File: src/rtl/ram_av_bridge.sv
// ram_av_bridge: Avalon-MM slave front end for a byte-banked, combinational-read RAM.
// Accepts single and burst reads/writes, generates burst addresses internally,
// registers read data (latency 1) and stalls the bus while a read burst streams.
//
// Optional feature macro: RAM_AV_BRIDGE_OUTREG_EN
//   defined   -> extra output register on readdata/readdatavalid (read latency 2)
//   undefined -> read latency 1
//
// Handshake: a command is accepted in any cycle where avs_waitrequest is 0 and
// avs_read or avs_write is high. Within a write burst, each cycle with
// avs_write=1 is a beat; the bridge never stalls writes. Each read beat produces
// exactly one avs_readdatavalid pulse, in issue order, with no gaps inside a burst.
module ram_av_bridge #(
  parameter int a_width  = 7,
  parameter int bc_width = 4
) (
  input  logic                clk,
  input  logic                rst,
  input  logic [a_width-1:0]  avs_address,
  input  logic                avs_read,
  input  logic                avs_write,
  input  logic [31:0]         avs_writedata,
  input  logic [3:0]          avs_byteenable,
  input  logic [bc_width-1:0] avs_burstcount,
  output logic                avs_waitrequest,
  output logic [31:0]         avs_readdata,
  output logic                avs_readdatavalid,
  output logic [a_width-1:0]  ram_addr,
  output logic [3:0]          ram_we,
  output logic [31:0]         ram_wd,
  input  logic [31:0]         ram_rd
);

  typedef enum logic [1:0] {
    IDLE   = 2'd0,
    WBURST = 2'd1,
    RBURST = 2'd2
  } state_t;

  state_t              state_q, state_d;
  logic [a_width-1:0]  addr_q, addr_d;
  logic [bc_width-1:0] cnt_q, cnt_d;
  logic                wr_beat;
  logic                rd_issue;
  logic                rd_busy;
  logic                multi_beat;

  logic                rd_valid_q;
  logic [31:0]         rd_data_q;

  // Burstcount 0 and 1 both mean a single beat; only >1 enters a burst state.
  assign multi_beat = (avs_burstcount > bc_width'(1));

  // FSM state and burst address/counter registers.
  always_ff @(posedge clk or posedge rst) begin
    if (rst) begin
      state_q <= IDLE;
      addr_q  <= '0;
      cnt_q   <= '0;
    end else begin
      state_q <= state_d;
      addr_q  <= addr_d;
      cnt_q   <= cnt_d;
    end
  end

  // Next-state, burst bookkeeping and RAM address mux.
  always_comb begin
    state_d  = state_q;
    addr_d   = addr_q;
    cnt_d    = cnt_q;
    wr_beat  = 1'b0;
    rd_issue = 1'b0;
    rd_busy  = 1'b0;
    ram_addr = addr_q;
    case (state_q)
      IDLE: begin
        ram_addr = avs_address;
        if (avs_write) begin
          // A write wins over a simultaneous read; the read is dropped.
          wr_beat = 1'b1;
          if (multi_beat) begin
            state_d = WBURST;
            addr_d  = avs_address + a_width'(1);
            cnt_d   = avs_burstcount - bc_width'(1);
          end
        end else if (avs_read) begin
          rd_issue = 1'b1;
          if (multi_beat) begin
            state_d = RBURST;
            addr_d  = avs_address + a_width'(1);
            cnt_d   = avs_burstcount - bc_width'(1);
          end
        end
      end
      WBURST: begin
        // Cycles without avs_write are master stalls and leave state untouched.
        if (avs_write) begin
          wr_beat = 1'b1;
          addr_d  = addr_q + a_width'(1);
          cnt_d   = cnt_q - bc_width'(1);
          if (cnt_q <= bc_width'(1)) state_d = IDLE;
        end
      end
      RBURST: begin
        rd_issue = 1'b1;
        rd_busy  = 1'b1;
        addr_d   = addr_q + a_width'(1);
        cnt_d    = cnt_q - bc_width'(1);
        if (cnt_q <= bc_width'(1)) state_d = IDLE;
      end
      default: begin
        state_d = IDLE;
      end
    endcase
  end

  // Reset forces a stall and blocks writes even if the master keeps driving.
  assign avs_waitrequest = rst | rd_busy;
  assign ram_we          = (wr_beat && !rst) ? avs_byteenable : 4'b0000;
  assign ram_wd          = avs_writedata;

  // First read stage: capture the combinational RAM output for each issued beat.
  always_ff @(posedge clk or posedge rst) begin
    if (rst) begin
      rd_valid_q <= 1'b0;
      rd_data_q  <= '0;
    end else begin
      rd_valid_q <= rd_issue;
      if (rd_issue) rd_data_q <= ram_rd;
    end
  end

`ifdef RAM_AV_BRIDGE_OUTREG_EN
  logic        out_valid_q;
  logic [31:0] out_data_q;

  // Second read stage: data only moves on a valid beat, so readdata holds.
  always_ff @(posedge clk or posedge rst) begin
    if (rst) begin
      out_valid_q <= 1'b0;
      out_data_q  <= '0;
    end else begin
      out_valid_q <= rd_valid_q;
      if (rd_valid_q) out_data_q <= rd_data_q;
    end
  end

  assign avs_readdatavalid = out_valid_q;
  assign avs_readdata      = out_data_q;
`else
  assign avs_readdatavalid = rd_valid_q;
  assign avs_readdata      = rd_data_q;
`endif

endmodule

File: config.mk
export PLATFORM = sky130hd
export DESIGN_NAME = ram_av_bridge
export DESIGN_NICKNAME = d
export VERILOG_FILES = /design/src/rtl/ram_av_bridge.sv
export SDC_FILE = /design/constraint.sdc
export NUM_CORES = 1
export LEC_CHECK = 0
export CAP_MARGIN = 20
export CORE_ASPECT_RATIO = 1.2
export CORE_MARGIN = 4
export CORE_UTILIZATION = 34
export DETAILED_ROUTE_END_ITERATION = 10
export HOLD_SLACK_MARGIN = 0.12
export PLACE_DENSITY = 0.81
export SYNTH_ARGS = -nofsm -noshare
export SYNTH_HDL_FRONTEND = slang
export SYNTH_SLANG_ARGS = --single-unit
File: constraint.sdc
create_clock -name clk -period 2.5 [get_ports clk]
set_clock_uncertainty 0.15 [all_clocks]
set_input_delay 0.5 -clock clk [delete_from_list [all_inputs] [get_ports clk]]
set_output_delay 0.5 -clock clk [all_outputs]
set_load 0.01 [all_outputs]
# Yosys cells after proc, flatten, opt, wreduce, memory -nomap -nowiden
# Index checks and enable logic that the tools add are counted.
# totals
ff_bits	46
inputBits	83
word_cells	49
# op_classes
addsub	4
n_lt_le_gt_ge	2
eq_ne	5
muxes	25
bitwise_logic	1
n_reduce_logical	7
# ops
op	count
$mux 7	5
$pmux 7 s3	1
$mux 4	5
$add 7x1->7 const B	2
$mux 2	6
$pmux 4 s3	1
$sub 4x1->4 const B	2
$pmux 2 s3	1
$reduce_and 3->1	2
$mux 1	5
$gt 4x1->1 const B	1
$le 4x1->1 const B	1
$ne 2x2->1 const B	2
$ne 3x3->1 const B	1
$reduce_bool 3->1	1
$eq 2x1->1 const B	1
$eq 2x2->1 const B	1
$logic_not 2->1	1
$pmux 1 s2	1
$reduce_or 2->1	1
$logic_and 1x1->1	1
$logic_not 1->1	1
$or 1x1->1	1

# Depth between registers and ports, before layout
# Gate-level depths: netlist (run 1).
# logic_depth
ltp_word	5
mapped_depth	11
ltp_nobuf	9

# Least setup slack after synthesis (run 1)
# Ideal clock, no wire load.
# synth_timing
path_kind	in2out
startpoint	in rst
endpoint	out ram_we[0]
arrival_time_ns	2.049
required_ns	1.850
slack_ns	-0.199
cell_stages	3
path_buffers	0
cell_sequence	inv_1 o211ai_1 nor2_1
# synth_via
elab_chain_len	3
# synth_rtl
item	line	rtl
from (decl)	18	input logic rst,
$logic_not 1->1 (no line)	--	
$logic_and 1x1->1	120	assign ram_we = (wr_beat && !rst) ? avs_byteenable : 4'b0000;
$mux 4	120	
to (decl)	29	output logic [3:0] ram_we,
# Every way passes these cells.

# Final worst setup path (run 1)
# layout_timing
startpoint	reg state_q[0]
endpoint	out avs_waitrequest
# layout_via
elab_chain_len	3
# layout_rtl
item	line	rtl
from (decl)	40	state_t state_q, state_d;
from (signal assigned)	61	state_q <= state_d;
$eq 2x2->1	76	case (state_q)
$mux 1	76	
$or 1x1->1	119	assign avs_waitrequest = rst | rd_busy;
to (decl)	25	output logic avs_waitrequest,
# Every way passes these cells.

==> results.json, run 1 <==
{
  "die_area_um2": 9401,
  "core_area_um2": 7707,
  "worstSetupStartpoint": "state_q[0]",
  "track_usage_pct": 13.02,
  "combPwrFrac_pct": 60.2,
  "crit_fanout": 3,
  "io_pins": 160,
  "p_leak_nw": 1.613,
  "dpl_cell_area_um2": 3601,
  "switching_share_pct": 36.12,
  "avgRoutedWirePerCell_um": 14.51,
  "clockPowerShare_pct": 9.9,
  "finalMaxSlewViolations": 0,
  "internal_power_mw": 2.911,
  "syn_area_um2": 2689,
  "cts_tree": "yes",
  "min-delay-start": "cnt_q[1]",
  "mostFrequentLayoutCell": "clkdlybuf4s50_1",
  "cellPowerDensity_nw_per_um2": 1225,
  "ys_ff_latch": 46,
  "cts_made_buffers": 5,
  "cap_violations": 0,
  "antenna_found_initial": 0,
  "ys_warn_count": 0,
  "dr_total_vias": 1991,
  "dp_hpwl_mm": 4.623,
  "vias_per_cell": 4.798,
  "max_slew.worst_pin.slew_ns": 0.6053,
  "p_switching_mw": 1.646,
  "crit_path_start_kind": "flop",
  "antenna_left": 0,
  "antenna_cells": 0,
  "drc_errors": 0,
  "synthCells": 247,
  "finalCriticalPeriod_ns": 2.389,
  "yosysUniqueCellTypes": 36,
  "clkSlewWorstSetupHoldPaths_ns": 0.09,
  "worstHoldPathType": "flop to flop",
  "grt_pass1_vias": 2149,
  "ctsHtreeMaxLevel": 2,
  "ys_seq_area_share_pct": 42.81,
  "mostFrequentLayoutCells": "clkdlybuf4s50_1 (84), dfrtp_1 (46), mux2_2 (40)",
  "clock_path_buffers": 2,
  "pwr-share-seq_pct": 29.9,
  "synthToLayoutAreaGrowth_pct": 38.34,
  "finalHoldViolCount": 0,
  "rows": 35,
  "clock_latency_ns": 0.30,
  "async_flop_share_pct": 100.0,
  "cts-root-buf": "clkbuf_8",
  "synthesis.nets": 338,
  "drt_iter0_markers": 95,
  "grt_start_max_net_pins": 47,
  "portBuffers": 95,
  "first_pass_iters": 4,
  "period_share_pct": 95.54,
  "routed_wl_mm": 6.023,
  "finalPower_mw": 4.557,
  "critPathKind": "flop to primary output",
  "die_height_um": 105.4,
  "rsz0062_at_grt": "no",
  "cts_hold_buffers": 0,
  "avgSynthCellArea_um2": 10.89,
  "die_w_um": 89.18,
  "drive_gt1_share_pct": 23.53,
  "max_slew_margin_pct": 59.65,
  "end_kind": "primary output",
  "synth_edf_count": 0,
  "place_congestion": 0.7724,
  "stdcell_area_um2": 3720,
  "max_freq_mhz": 418.7,
  "ir_drop_mv": 0.5236,
  "status": "completed",
  "clock-sinks": 46,
  "gr-total-overflow": 0,
  "cp.required_ns": 1.85,
  "initial_utilization_pct": 34.89,
  "r2r-start": "state_q[1]",
  "crit_arrival_ns": 1.74,
  "grt_pass1_wl_mm": 9.777,
  "finalSetupViolations": 0,
  "num-nets-final": 413,
  "synth-main-ff-cell": "dfrtp_1"
}
-- worst max-delay path, stage by stage, from the launching register on --
cell and delay, ns:
dfrtp_1 0.36, inv_1 0.08, ha_2 0.23, or2_2 0.29, clkdlybuf4s50_1 0.48
-- cells by family (layout without fill, tap and decap cells) --
group | count (synthesis) | in the layout | synth area share (%)
xor+xnor | 6 | 6 | 1.954
mux | 42 | 42 | 17.50
compound gates | 35 | 35 | 10.56
buf+inv | 60 | 136 | 13.59
flops | 46 | 46 | 42.81
fa+ha+maj | 8 | 8 | 3.723
simple gates | 50 | 50 | 9.865
-- final timing paths --
path / cells after the start / endpoint / slack (ns)
max reg2reg: 9 / addr_q[6] / 0.15
max in group asynchronous: 3 / avs_readdata[2] / 1.16
min: 2 / cnt_q[1] / 0.34
max: 4 / avs_waitrequest / 0.11
min in group asynchronous: 3 / state_q[0] / 0.62
min reg2reg: 2 / cnt_q[1] / 0.34
-- power by group through the flow --
stage                     clock (mW)  combinational, mW  sequential [mW]
after floorplan                    0               1.52             1.49
after detailed placement           0               2.75             1.38
after global routing           0.510               2.98             1.42
after global placement             0               2.68             1.35
final                          0.453               2.74             1.36
after CTS                      0.483               2.75             1.36
-- cell type report --
cell class	instances	area (µm²)
fillers	677	3988
multi-input cells	141	1197
flip-flops and latches	46	1151
repair buffers	110	1099
well taps	92	115.1
clock buffers	6	72.57
inverters	18	71.32
clock inverters	2	13.76
-- per-stage QoR --
step                      std cells  setup TNS, ns  utilization (%)  hold slack (ns)  setup slack [ns]
after floorplan                 247              0                -           0.2998          0.001624
after global placement          403              0            46.72           0.3161           0.02579
after CTS                       413              0            47.91           0.3435           0.02201
after detailed placement        403       -0.08057            46.72           0.3226          -0.04024
after global routing            415              0            48.26           0.3833          0.006393
final                           415              0            48.26           0.3417            0.1114
-- timing repair --
item | 4_1_cts | 5_1_grt
gates resized for setup | 8 | 5
cloned | 0 | 0
buffers inserted | 2 | 2
endpoints found under the setup margin | 7 | 4
pin swaps | 0 | 2
-- per-layer routing --
metal	share of wire, %	wire length [µm]	track usage (%)	vias up
met4	1.3	78	4.149	0
li1	-	-	-	963
met2	52	3159	23.02	62
met5	0	0	0	-
met3	8.2	491	4.926	10
met1	38	2295	13.95	956
-- cell usage after synthesis (all sizes together), types with 3 or more instances --
cell type	n	area, µm²
dfrtp	46	1151
nor2	6	22.52
nand2	20	75.07
nor3	7	35.03
a221oi	5	43.79
buf	40	289.0
ha	8	100.1
inv	18	67.56
nor2b	3	18.77
o211ai	3	22.52
or2	3	18.77
xor2	6	52.55
o21ai	15	75.07
mux2	40	450.4
nand3	5	37.54
o22a	3	26.28
-- sequential cells by signal (all words and copies together), names as in the netlist --
| name | cells |
|---|---|
| avs_readdata | 32 |
| addr_q | 7 |
| cnt_q | 4 |
| state_q | 2 |
| avs_readdatavalid | 1 |
Power figures use the tool's default switching activity.
==> run 2: changes to the inputs <==
CORE_ASPECT_RATIO = 2   (was 1.2)
==> results.json, run 2 (synthesized netlist as in run 1, its figures left out) <==
{
  "core_area_um2": 7657,
  "place_congestion": 0.8329,
  "antenna_found_initial": 0,
  "synthToLayoutAreaGrowth_pct": 40.39,
  "first_pass_iters": 4,
  "die_w_um": 70.88,
  "clock_path_buffers": 2,
  "finalCriticalPeriod_ns": 2.401,
  "finalMaxSlewViolations": 0,
  "period_share_pct": 96.04,
  "max_slew_margin_pct": 60.42,
  "mostFrequentLayoutCells": "clkdlybuf4s50_1 (86), dfrtp_1 (46), mux2_2 (40)",
  "largest_reg_flops": 32,
  "critPathKind": "flop to primary output",
  "max_freq_mhz": 416.5,
  "io_pins": 160,
  "die_area_um2": 9481,
  "worstHoldPathType": "flop to flop",
  "cellPowerDensity_nw_per_um2": 1251,
  "finalSetupViolations": 0,
  "routed_wl_mm": 6.419,
  "end_kind": "primary output",
  "drc_errors": 0,
  "grt_start_max_net_pins": 47,
  "vias_per_cell": 4.983,
  "ir_drop_mv": 0.6194,
  "dp_hpwl_mm": 4.967,
  "clkSlewWorstSetupHoldPaths_ns": 0.06,
  "crit_arrival_ns": 1.75,
  "crit_fanout": 13,
  "dr_total_vias": 2083,
  "avgRoutedWirePerCell_um": 15.36,
  "antenna_cells": 0,
  "ctsHtreeMaxLevel": 2,
  "grt_pass1_wl_mm": 10.53,
  "finalPower_mw": 4.722,
  "antenna_left": 0,
  "mostFrequentLayoutCell": "clkdlybuf4s50_1",
  "finalHoldViolCount": 0,
  "cts-root-buf": "clkbuf_16",
  "portBuffers": 95,
  "drt_iter0_markers": 99,
  "p_leak_nw": 1.626,
  "max_slew.worst_pin.slew_ns": 0.5937,
  "crit_path_start_kind": "flop",
  "status": "completed",
  "cp.required_ns": 1.85,
  "rows": 45,
  "cts_made_buffers": 5,
  "num-nets-final": 414,
  "cap_violations": 0,
  "drive_gt1_share_pct": 24.07,
  "cts_hold_buffers": 0,
  "cts_tree": "yes",
  "clock_latency_ns": 0.29,
  "holdWs_ns": 0.3503,
  "gr-total-overflow": 0,
  "track_usage_pct": 14.05,
  "clock-sinks": 46,
  "initial_utilization_pct": 35.11,
  "grt_pass1_vias": 2149,
  "die_height_um": 133.8
}
## run 2: area by class of cell
cell class	count	area [µm²]
fill	745	3882
multi-input combinational	141	1200
sequential	46	1151
timing repair buffer	111	1092
clock buffer	6	128.9
tap	94	117.6
inverter	18	71.32
clock inverter	2	13.76
## run 2: path summary, 6_finish.rpt
path | depth (start not counted) | slack (ns) | end | from
worst max-delay path | 5 | 0.1 | ram_addr[2] | state_q[1]
worst min-delay path | 2 | 0.35 | cnt_q[1] | cnt_q[1]
worst max register to register | 9 | 0.19 | addr_q[6] | state_q[1]
worst min register to register | 2 | 0.35 | cnt_q[1] | cnt_q[1]
max in group asynchronous | 3 | 1.17 | avs_readdata[4] | rst
min in group asynchronous | 3 | 0.64 | avs_readdata[18] | rst
## run 2: report_power, final
group          switching, mW  total [mW]  internal (mW)
Clock                  0.280       0.651          0.371
Sequential             0.230        1.37           1.14
Combinational           1.17        2.71           1.53
## run 2: repair_timing
| action | CTS | global route |
|---|---|---|
| pin swaps | 0 | 1 |
| buffers inserted | 2 | 1 |
| resized for setup | 7 | 5 |
| setup endpoints to repair | 7 | 6 |
## run 2: per-stage QoR
| step | instance area [µm²] | util, % | cells | worst slack (ns) | setup TNS (ns) |
|---|---|---|---|---|---|
| after floorplan | 2708 | - | 247 | 0.001624 | 0 |
| after global placement | 3606 | 47.09 | 407 | 0.02544 | 0 |
| after detailed placement | 3606 | 47.09 | 407 | -0.02264 | -0.05436 |
| after CTS | 3755 | 49.04 | 417 | 0.02056 | 0 |
| after global routing | 3775 | 49.30 | 418 | -0.02311 | -0.04489 |
| final | 3775 | 49.30 | 418 | 0.09909 | 0 |
## run 2: worst max-delay path: stages (launching register included)
cell	delay, ns
dfrtp_1	0.42
inv_1	0.13
ha_4	0.22
nand2_1	0.06
o21ai_0	0.07
clkdlybuf4s50_1	0.56
## run 2: routing by layer
metal	track usage [%]	up-vias	share of wire, %
met3	3.172	24	5.8
li1	-	968	-
met5	0	-	0
met1	13.60	1013	33
met2	26.01	78	58
met4	8.577	0	3.6
